`config.mk`:
```
export PLATFORM = sky130hd
export DESIGN_NAME = ps2_keyboard_rx
export DESIGN_NICKNAME = d
export VERILOG_FILES = /design/src/rtl/ps2_keyboard_rx.sv
export SDC_FILE = /design/constraint.sdc
export NUM_CORES = 1
export LEC_CHECK = 0
export ABC_AREA = 1
export CORE_ASPECT_RATIO = 1.2
export CORE_MARGIN = 2
export CORE_UTILIZATION = 50
export DETAILED_ROUTE_END_ITERATION = 8
export DONT_BUFFER_PORTS = 1
export PLACE_DENSITY = 0.76
export SLEW_MARGIN = 5
export SYNTH_ARGS = -nofsm -noshare
export SYNTH_HDL_FRONTEND = slang
export SYNTH_SLANG_ARGS = --single-unit
export TNS_END_PERCENT = 5
```
`constraint.sdc`:
```
create_clock -name clk -period 3.55 [get_ports clk]
set_input_delay 0.5325 -clock clk [delete_from_list [all_inputs] [get_ports clk]]
set_output_delay 0.5325 -clock clk [all_outputs]
set_load 0.03 [all_outputs]
```
`src/rtl/ps2_keyboard_rx.sv`:
```
// ps2_keyboard_rx: PS/2 keyboard receiver giving the held key code and a key-down level
module ps2_keyboard_rx #(
    parameter int FILTER_LEN     = 4,
    parameter int TIMEOUT_CYCLES = 50000
) (
    input  logic       clk,
    input  logic       rst_n,
    input  logic       ps2_clk,
    input  logic       ps2_data,
    output logic [7:0] code,
    output logic       state,
    output logic       byte_valid,
    output logic       frame_err
);
    localparam int FW = $clog2(FILTER_LEN + 1);
    localparam int TW = $clog2(TIMEOUT_CYCLES + 1);

    typedef enum logic [1:0] {IDLE, DATA, PARITY, STOP} fsm_t;

    logic          clk_s1_q, clk_s2_q, dat_s1_q, dat_s2_q;
    logic          filt_q, filt_d;
    logic [FW-1:0] fcnt_q, fcnt_d;
    logic          fall;
    fsm_t          st_q, st_d;
    logic [2:0]    bit_q, bit_d;
    logic [7:0]    sh_q, sh_d;
    logic          par_q, par_d;
    logic [TW-1:0] to_q, to_d;
    logic          ext_q, ext_d, brk_q, brk_d;
    logic [7:0]    code_q, code_d;
    logic          state_q, state_d;
    logic          bv_q, bv_d, fe_q, fe_d;

    assign code       = code_q;
    assign state      = state_q;
    assign byte_valid = bv_q;
    assign frame_err  = fe_q;

    // Glitch filter: follow the synchronised clock only after FILTER_LEN differing cycles
    always_comb begin
        filt_d = filt_q;
        fcnt_d = '0;
        if (clk_s2_q != filt_q) begin
            if (fcnt_q == FW'(FILTER_LEN - 1))
                filt_d = clk_s2_q;
            else
                fcnt_d = fcnt_q + 1'b1;
        end
    end

    assign fall = filt_q & ~filt_d;

    // Frame deframing, timeout supervision and make/break interpretation
    always_comb begin
        st_d    = st_q;
        bit_d   = bit_q;
        sh_d    = sh_q;
        par_d   = par_q;
        ext_d   = ext_q;
        brk_d   = brk_q;
        code_d  = code_q;
        state_d = state_q;
        bv_d    = 1'b0;
        fe_d    = 1'b0;
        to_d    = (fall || st_q == IDLE) ? '0 : to_q + 1'b1;
        if (st_q != IDLE && to_q == TW'(TIMEOUT_CYCLES)) begin
            fe_d  = 1'b1;
            st_d  = IDLE;
            sh_d  = '0;
            ext_d = 1'b0;
            brk_d = 1'b0;
            to_d  = '0;
        end else if (fall) begin
            case (st_q)
                IDLE: begin
                    if (!dat_s2_q) begin
                        st_d  = DATA;
                        bit_d = '0;
                    end
                end
                DATA: begin
                    sh_d  = {dat_s2_q, sh_q[7:1]};
                    bit_d = bit_q + 3'd1;
                    if (bit_q == 3'd7) st_d = PARITY;
                end
                PARITY: begin
                    par_d = dat_s2_q;
                    st_d  = STOP;
                end
                STOP: begin
                    st_d = IDLE;
                    if ((^sh_q ^ par_q) && dat_s2_q) begin
                        bv_d = 1'b1;
                        if (sh_q == 8'hE0) begin
                            ext_d = 1'b1;
                        end else if (sh_q == 8'hF0) begin
                            brk_d = 1'b1;
                        end else if (brk_q) begin
                            state_d = (sh_q == code_q) ? 1'b0 : state_q;
                            brk_d   = 1'b0;
                            ext_d   = 1'b0;
                        end else begin
                            code_d  = sh_q;
                            state_d = 1'b1;
                            ext_d   = 1'b0;
                        end
                    end else begin
                        fe_d  = 1'b1;
                        brk_d = 1'b0;
                        ext_d = 1'b0;
                    end
                end
                default: st_d = IDLE;
            endcase
        end
    end

    // State registers; lines idle high so synchronisers and filter reset to 1
    always_ff @(posedge clk or negedge rst_n) begin
        if (!rst_n) begin
            clk_s1_q <= 1'b1;
            clk_s2_q <= 1'b1;
            dat_s1_q <= 1'b1;
            dat_s2_q <= 1'b1;
            filt_q   <= 1'b1;
            fcnt_q   <= '0;
            st_q     <= IDLE;
            bit_q    <= '0;
            sh_q     <= '0;
            par_q    <= 1'b0;
            to_q     <= '0;
            ext_q    <= 1'b0;
            brk_q    <= 1'b0;
            code_q   <= 8'h00;
            state_q  <= 1'b0;
            bv_q     <= 1'b0;
            fe_q     <= 1'b0;
        end else begin
            clk_s1_q <= ps2_clk;
            clk_s2_q <= clk_s1_q;
            dat_s1_q <= ps2_data;
            dat_s2_q <= dat_s1_q;
            filt_q   <= filt_d;
            fcnt_q   <= fcnt_d;
            st_q     <= st_d;
            bit_q    <= bit_d;
            sh_q     <= sh_d;
            par_q    <= par_d;
            to_q     <= to_d;
            ext_q    <= ext_d;
            brk_q    <= brk_d;
            code_q   <= code_d;
            state_q  <= state_d;
            bv_q     <= bv_d;
            fe_q     <= fe_d;
        end
    end
endmodule

```
==> summary.md, run 1 <==
| Metric | Value |
|---|---|
| Setup TNS | 0 ns |
| Worst R2R Start | sh_q[4]$_DFFE_PN0P_ |
| Unrepaired setup endpoints after global routing | false |
| Crit Path Class | reg2reg |
| Vias per inst | 4.99 |
| Dpl hpwl | 3.73 mm |
| Root buf cell | clkbuf_8 |
| Placed insts | 411 |
| Cts bufs inserted | 5 |
| FF-to-FF End | code[6]$_DFFE_PN0P_ |
| Ranking of synthesized cells by area | dfrtp_1 (41%), nand2_1 (14%), inv_1 (7.5%) |
| Height of the die | 85.5 microns |
| Yosys warns | 0 |
| Post-layout util | 0.561 |
| Port Buffer Count | 0 |
| Placeable core area | 0.00530 sq mm |
| Final Setup Violations | 0 |
| Hold Buf Count CTS | 1 |
| Post-CTS setup buffers | 0 |
| Worst setup path start | sh_q[4]$_DFFE_PN0P_ |
| Clock Latency Late Sink | 0.30 ns |
| CTS tree | done |
| Crit share post-route | 0.520 |
| R2R cell count | 9 |
| Final Slew Violations | 0 |
| CTS clock-pin slew for the worst setup and hold paths | 0.09 ns |
| CTS Buffer Depth | 2 |
| Area growth from synthesis to final layout | 7.37% |
| Crit-path cells | inv_1 -> ha_1 -> xor2_1 -> nand3_1 -> nand2_1 -> nand2_2 -> nor2_8 -> nand3_1 -> nand2_1 |
| Rows | 29 |
| Initial antenna violation count | 0 |
| CP required | 3.79 ns |
| Resize count post-CTS | 0 |
| Critical Path Start Type | flip-flop |
| Ratio of cells with drive above 1 in the final layout | 0.103 |
| Clock Skews | 0.0102 ns |
| Die area | 0.00615 sq mm |
| Reg-to-reg slack, setup | 1.70 ns |
| Grt ovf | 0 |
| Initial DRC Count | 138 |
| GRT Total Usage | 0.183 |
| Die W | 71.9 microns |
| Critical Path End Type | flip-flop |
| Max-cap violations | 0 |
| Vias | 2,094 |
| Avg Inst Size Synth | 7.88 sq um |
| P per Cell Area | 423 mW/mm^2 |
| Max Fclk | 0.541 GHz |
| Worst slew margin | 0.729 |
| Cells after Synth | 351 |
| Max stage delay cell, worst path | dfrtp_1 |
| Antenna diode count | 0 |
| Worst vdd ir | 336 uV |
| CP arrival | 2.09 ns |
| Power after layout | 1.26 mW |
| Vias in the first global route | 2,028 |
| Largest net degree at the start of global routing | 46 |
| Worst-Margin Slew | 0.402 ns |
| CTS H-tree depth | 2 |
| Syn Nets | 369 |
| Post-Layout Cell Count | 420 |
| Distinct cell type count after synthesis | 35 |
| Drt pass-1 iters | 4 |
| Final hold violations | 0 |
| CP max stage delay | 0.43 ns |
| Synth area leader | dfrtp_1 |
| Crit Path Max Fanout | 8 |
| Routed WL | 5.00 mm |
| Final ANT Viol Nets | 0 |
| DRC violations left | 0 |
| Crit path time final | 1.85 ns |
| Post-Syn Area | 0.00277 sq mm |
| RePlAce Congestion | 0.852 |
| Initial Util | 0.522 |
| Outcome | complete, no violations |
| Final nets | 375 |
| Yosys top cell area share | 0.407 |
| Routed wire per std cell | 11.9 microns |
| Seq/Total Area, Yosys | 0.455 |
| Leakage power | 1.52 nW |
| Worst Setup EP | code[6]$_DFFE_PN0P_ |
| Clock Sink Count | 50 |
| HP Class | in2async |
| Global-route wire length before repair | 8.88 mm |
| Flops & latches, synth | 50 |
| # IOs | 15 |
[synth_stat cells, drive strengths merged]
| cell type | n |
|---|---|
| nand3 | 21 |
| a21oi | 6 |
| dfstp | 5 |
| a22oi | 1 |
| or2 | 2 |
| dfrtp | 45 |
| xor2 | 5 |
| nor2 | 44 |
| nand2 | 111 |
| a31oi | 1 |
| nand4 | 4 |
| o21ai | 17 |
| nor4 | 1 |
| ha | 14 |
| buf | 2 |
| inv | 59 |
| nor3 | 8 |
| clkinv | 1 |
| mux2i | 1 |
| xnor2 | 1 |
| and3 | 1 |
| o21a | 1 |
[worst max-delay path: cells and delay by family, from the launching register on]
kind / cells / cell delay [ns]
and+or+nand+nor: 6 / 0.72
DFF: 1 / 0.43
adders and majority gates: 1 / 0.32
xor gates and xnor gates: 1 / 0.21
buffers and inverters: 1 / 0.11
[kinds of logic after synthesis]
| group | count (synthesis) | synth area share |
|---|---|---|
| and+or+nand+nor | 192 | 0.319 |
| buffers and inverters | 62 | 0.0859 |
| DFF | 50 | 0.455 |
| AOI/OAI and AO/OA | 26 | 0.0547 |
| adders and majority gates | 14 | 0.0633 |
| xor gates and xnor gates | 6 | 0.0190 |
| muxes | 1 | 0.00362 |
[where the power goes]
group	internal [mW]	switching (mW)
sequential	0.613	0.0284
clock	0.207	0.184
combinational	0.0777	0.147
[layer usage]
layer | wire [microns] | track usage | vias up | part of all wire
met1 | 2160 | 0.220 | 972 | 0.43
li1 | - | - | 1094 | -
met5 | 0 | 0 | - | 0
met3 | 161 | 0.0404 | 5 | 0.032
met4 | 59 | 0.0549 | 0 | 0.012
met2 | 2620 | 0.324 | 23 | 0.52
[worst min-delay path by stage]
| stage | depth (start not counted) | slack [ns] | end |
|---|---|---|---|
| 2_1_floorplan | 0 | 0.24 | bit_q[0]$_DFFE_PN0P_ |
| 3_3_place_gp | 0 | 0.24 | code[0]$_DFFE_PN0P_ |
| 3_5_place_dp | 0 | 0.24 | brk_q$_DFFE_PN0P_ |
| 4_1_cts | 0 | 0.06 | filt_q$_DFF_PN1_ |
| 5_1_grt | 0 | 0.05 | filt_q$_DFF_PN1_ |
| 6_report | 1 | 0.06 | sh_q[1]$_DFFE_PN0P_ |
[area by class of cell]
class / count / area, sq um
clock buffers: 5 / 68.8
clock inverters: 3 / 40.0
fillers: 484 / 2330
inverters: 60 / 228
multi-input cells: 239 / 1270
flip-flops and latches: 50 / 1260
well taps: 62 / 77.6
repair buffers: 1 / 27.5
[metrics by stage]
step                area [sq um]  setup slack, ns  hold slack, ns
finish                      2970             1.70          0.0584
floorplan                   2770             1.95           0.237
global placement            2830             1.74           0.238
global route                2970             1.52          0.0495
CTS                         2970             1.69          0.0598
detailed placement          2830             1.71           0.238
[layout by cell type, fill, tap and decap left out, types with 4 or more instances in the layout]
| cell type | count |
|---|---|
| nor3_1 | 6 |
| clkbuf_8 | 5 |
| inv_1 | 55 |
| dfrtp_1 | 45 |
| xor2_1 | 5 |
| nor2_1 | 39 |
| nand2_2 | 5 |
| o21ai_1 | 5 |
| a21oi_1 | 4 |
| ha_1 | 14 |
| dfstp_2 | 5 |
| o21ai_0 | 12 |
| nand2_1 | 106 |
| nand3_1 | 19 |
[registers in the layout, summed over array words and instances (netlist names)]
name,count
bit_q,3
brk_q,1
byte_valid,1
clk_s1_q,1
clk_s2_q,1
code,8
dat_s1_q,1
dat_s2_q,1
fcnt_q,3
filt_q,1
frame_err,1
par_q,1
sh_q,8
st_q,2
state,1
to_q,16
(Power assumes the default switching activity.)
==> run 2, diff against run 1 <==
- PLACE_DENSITY: 0.76 -> 0.79
- clock period: 3.55 -> 1.6 ns (I/O delays scaled with it)
==> summary.md, run 2 (same netlist as run 1, synthesis figures left out) <==
| Metric | Value |
|---|---|
| Outcome | finished, violations left |
| Failing checks | negative setup slack |
| Worst vdd ir | 731 uV |
| GR Util met3 | 0.0368 |
| Final hold violations | 0 |
| Max-cap violations | 0 |
| Dpl hpwl | 4.00 mm |
| Drt pass-1 iters | 4 |
| Routed WL | 6.21 mm |
| Critical Path End Type | flip-flop |
| CP required | 1.85 ns |
| Crit share post-route | 1.10 |
| Hold slack | 0.357 ns |
| Worst slew margin | 0.676 |
| Height of the die | 85.5 microns |
| GRT Total Usage | 0.200 |
| Initial Util | 0.522 |
| DRC violations left | 0 |
| CTS Buffer Depth | 2 |
| Rows | 29 |
| Unrepaired setup endpoints after global routing | true |
| Final Setup Violations | 11 |
| CTS clock-pin slew for the worst setup and hold paths | 0.09 ns |
| Leakage power | 1.76 nW |
| Clock Latency Late Sink | 0.31 ns |
| Initial antenna violation count | 0 |
| Global-route wire length before repair | 9.65 mm |
| Max FFs per register | 16 |
| Fin worst setup slack | -0.155 ns |
| Crit Path Class | reg2reg |
| RePlAce Congestion | 0.869 |
| CTS tree | done |
| Final Slew Violations | 0 |
| Critical Path Start Type | flip-flop |
| Most Used Layer, Global Route | met2 |
| Die area | 0.00615 sq mm |
| Grt ovf | 0 |
| # fillers | 410 |
| P per Cell Area | 864 mW/mm^2 |
| Routed wire per std cell | 13.5 microns |
| HP Class | reg2reg |
| Crit Path Max Fanout | 8 |
| # IOs | 15 |
| Vias in the first global route | 2,269 |
| Commonest non-fill, non-tap cell in the layout | nand2_1 |
| Most frequent cells in the layout | nand2_1 (98), inv_1 (47), dfrtp_1 (45) |
| CP arrival | 2.01 ns |
| Worst-Margin Slew | 0.483 ns |
| Vias | 2,358 |
| Root buf cell | clkbuf_8 |
| Reg-to-reg slack, setup | -0.16 ns |
| Power after layout | 2.97 mW |
| Initial DRC Count | 131 |
| Most flops, register | to_q |
| Area growth from synthesis to final layout | 24.3% |
| Antenna diode count | 0 |
| Crit path time final | 1.76 ns |
| Met2 Use GR | 0.351 |
| Clock Skews | 0.0134 ns |
| CTS H-tree depth | 2 |
| Met1 GRT Util | 0.240 |
| Die W | 71.9 microns |
| Placeable core area | 0.00530 sq mm |
| Ratio of cells with drive above 1 in the final layout | 0.268 |
| Final ANT Viol Nets | 0 |
| Cts bufs inserted | 5 |
| Vias per inst | 5.11 |
| Max Fclk | 0.570 GHz |
| Port Buffer Count | 0 |
| Final nets | 416 |
| Largest net degree at the start of global routing | 51 |
| Clock Sink Count | 50 |
-- run 2: routing by layer --
metal | wire [microns] | vias to the layer above
met5 | 0 | -
met4 | 167 | 0
met3 | 213 | 21
met2 | 3260 | 48
met1 | 2560 | 1113
li1 | - | 1176
-- run 2: worst paths after layout --
check,depth (start not counted),from,to
worst max register to register,11,sh_q[6]$_DFFE_PN0P_,code[7]$_DFFE_PN0P_
worst min-delay path,0,clk_s1_q$_DFF_PN1_,clk_s2_q$_DFF_PN1_
min in group asynchronous,2,rst_n,state$_DFFE_PN0P_
worst max-delay path,11,sh_q[6]$_DFFE_PN0P_,code[7]$_DFFE_PN0P_
max in group asynchronous,2,rst_n,dat_s1_q$_DFF_PN1_
worst min register to register,0,clk_s1_q$_DFF_PN1_,clk_s2_q$_DFF_PN1_
-- run 2: final cells by class --
class	count	area (sq um)	area share
well taps	62	77.6	0.0226
repair buffers	41	339	0.0986
flip-flops and latches	50	1260	0.366
clock buffers	8	90.1	0.0262
inverters	60	230	0.0669
multi-input cells	240	1450	0.420
-- run 2: what timing repair did --
item	CTS	global route
endpoints found under the setup margin	13	38
gates cloned	0	1
setup buffers	1	5
pin swaps	6	16
gates resized for setup	6	37
hold endpoints to repair	52	0
hold buffers	4	0
-- run 2: where the power goes --
group,internal [mW],total [mW],switching (mW)
registers,1.36,1.43,0.0684
clock network,0.353,0.760,0.407
logic,0.333,0.784,0.451
total,2.05,2.97,0.926
-- run 2: per-stage QoR --
| step | setup TNS [ns] | utilization | instance area (sq um) | setup slack, ns | cells |
|---|---|---|---|---|---|
| 2_1_floorplan | 0 | - | 2770 | 0.0331 | 351 |
| 3_3_place_gp | -0.0841 | 0.579 | 3070 | -0.0139 | 442 |
| 3_5_place_dp | -0.505 | 0.579 | 3070 | -0.0705 | 442 |
| 4_1_cts | -0.467 | 0.615 | 3260 | -0.0633 | 455 |
| 5_1_grt | -2.57 | 0.649 | 3440 | -0.222 | 461 |
| 6_report | -1.15 | 0.649 | 3440 | -0.155 | 461 |
-- run 2: worst max-delay path: stages, from the launching register on --
cell	delay, ns
dfrtp_1	0.43
ha_4	0.30
inv_2	0.04
nand2_2	0.08
nand2_2	0.06
nand2_2	0.09
nand3_2	0.09
nand2_4	0.14
nand2_4	0.09
nor2_8	0.18
nand3_1	0.11
nand2_1	0.08
==> run 3, diff against run 2 <==
- MAX_ROUTING_LAYER: unset -> met4
==> summary.md, run 3 (same netlist as run 1, synthesis figures left out) <==
| Metric | Value |
|---|---|
| Outcome | finished, violations left |
| Failing checks | negative setup slack |
| Crit-path cells | ha_4 -> inv_2 -> nand2_2 -> nand2_2 -> nand2_2 -> nand3_2 -> nand2_4 -> nand2_4 -> nor2_8 -> nand3_1 -> nand2_1 |
| CP arrival | 2.02 ns |
| Most flops, register | to_q |
| DRT met1 WL | 2.56 mm |
| Root buf cell | clkbuf_8 |
| Clock Latency Late Sink | 0.31 ns |
| Die area | 0.00615 sq mm |
| Clock Sink Count | 50 |
| Dpl hpwl | 4.00 mm |
| Final nets | 416 |
| Max-cap violations | 0 |
| Worst slew margin | 0.666 |
| Max stage delay cell, worst path | dfrtp_1 |
| GRT Total Usage | 0.206 |
| Die W | 71.9 microns |
| Unrepaired setup endpoints after global routing | true |
| CP required | 1.86 ns |
| DP Worst Slack | -0.0705 ns |
| Ratio of cells with drive above 1 in the final layout | 0.273 |
| Vias per inst | 5.14 |
| Highest metal used | met4 |
| DRC violations left | 0 |
| Final hold violations | 0 |
| CTS H-tree depth | 2 |
| Routed wire per std cell | 13.5 microns |
| Routed WL | 6.23 mm |
| Area growth from synthesis to final layout | 24.3% |
| Vias | 2,368 |
| Post-layout util | 0.649 |
| Critical Path Start Type | flip-flop |
| Worst vdd ir | 666 uV |
| Max FFs per register | 16 |
| Final Slew Violations | 0 |
| Initial Util | 0.522 |
| Global-route wire length before repair | 9.63 mm |
| Most used cell, CP | nand2_2 |
| Crit share post-route | 1.10 |
| Hold slack | 0.358 ns |
| Max Fclk | 0.569 GHz |
| Final Setup Violations | 12 |
| Initial antenna violation count | 0 |
| Area of placed instances | 0.00307 sq mm |
| Most frequent cells in the layout | nand2_1 (98), inv_1 (46), dfrtp_1 (45) |
| CP max stage delay | 0.44 ns |
| CTS clock-pin slew for the worst setup and hold paths | 0.10 ns |
| Antenna diode count | 0 |
| Final ANT Viol Nets | 0 |
| Drt pass-1 iters | 5 |
| Cts bufs inserted | 5 |
| Fin worst setup slack | -0.159 ns |
| Crit Path Max Fanout | 8 |
| Placeable core area | 0.00530 sq mm |
| Commonest non-fill, non-tap cell in the layout | nand2_1 |
| Rows | 29 |
| Met2 wire len | 3.31 mm |
| Critical Path End Type | flip-flop |
| Port Buffer Count | 0 |
| Leakage power | 1.74 nW |
| CTS tree | done |
| Placed insts | 442 |
| CTS Buffer Depth | 2 |
| Grt ovf | 0 |
| P per Cell Area | 872 mW/mm^2 |
| WL met3 | 204 microns |
| Reg-to-reg slack, setup | -0.16 ns |
| RePlAce Congestion | 0.883 |
| # IOs | 15 |
| Post-Layout Cell Count | 461 |
| Height of the die | 85.5 microns |
| Crit Path Class | reg2reg |
| Clock Skews | 0.0158 ns |
| Initial DRC Count | 171 |
| Final instance area | 0.00344 sq mm |
| Vias in the first global route | 2,271 |
| Largest net degree at the start of global routing | 51 |
| Crit path time final | 1.76 ns |
| HP Class | reg2reg |
| Worst-Margin Slew | 0.498 ns |
## run 3: cell counts in the layout (fill, tap and decap cells not counted)
No cell type changed its count.
## run 3: layer usage
layer / global-route usage / vias up
li1: - / 1175
met1: 0.239 / 1132
met2: 0.352 / 42
met3: 0.0368 / 19
met4: 0.0772 / 0
met5: - / -
## run 3: critical path: cells and delay by family (launching register included)
| family | cells | cell delay [ns] |
|---|---|---|
| flops | 1 | 0.44 |
| fa+ha+maj | 1 | 0.31 |
| buf+inv | 1 | 0.04 |
| simple gates | 9 | 0.92 |
## run 3: final cells by class
type,instances,area (sq um)
clock buffer,8,90.1
sequential,50,1260
inverter,60,230
tap,62,77.6
multi-input combinational,240,1440
timing repair buffer,41,343
fill,406,1860
## run 3: stage by stage
| stage | total power [mW] | TNS (ns) |
|---|---|---|
| detailed placement | 2.03 | -0.505 |
| global placement | 1.99 | -0.0841 |
| CTS | 2.84 | -0.467 |
| finish | 3.00 | -1.25 |
| global route | 3.17 | -2.71 |
| floorplan | 1.82 | 0 |
## run 3: final timing paths
path	start	to	cells after the start
setup reg to reg	sh_q[6]$_DFFE_PN0P_	code[7]$_DFFE_PN0P_	11
max in group asynchronous	rst_n	dat_s1_q$_DFF_PN1_	2
min in group asynchronous	rst_n	state$_DFFE_PN0P_	2
hold reg to reg	clk_s1_q$_DFF_PN1_	clk_s2_q$_DFF_PN1_	0
setup / recovery	sh_q[6]$_DFFE_PN0P_	code[7]$_DFFE_PN0P_	11
hold / removal	clk_s1_q$_DFF_PN1_	clk_s2_q$_DFF_PN1_	0
## run 3: timing repair
item                                   CTS  global route
pin swaps                                6            17
hold buffers                             4             0
gates resized for setup                  6            39
gates cloned                             0             1
endpoints found under the hold margin   52             0
setup endpoints to repair               13            38
buffers inserted                         1             5
## run 3: report_power, final
part	switching [mW]	internal [mW]	total [mW]
combinational	0.456	0.352	0.808
sequential	0.0673	1.36	1.43
clock	0.410	0.353	0.763
total	0.934	2.06	3.00
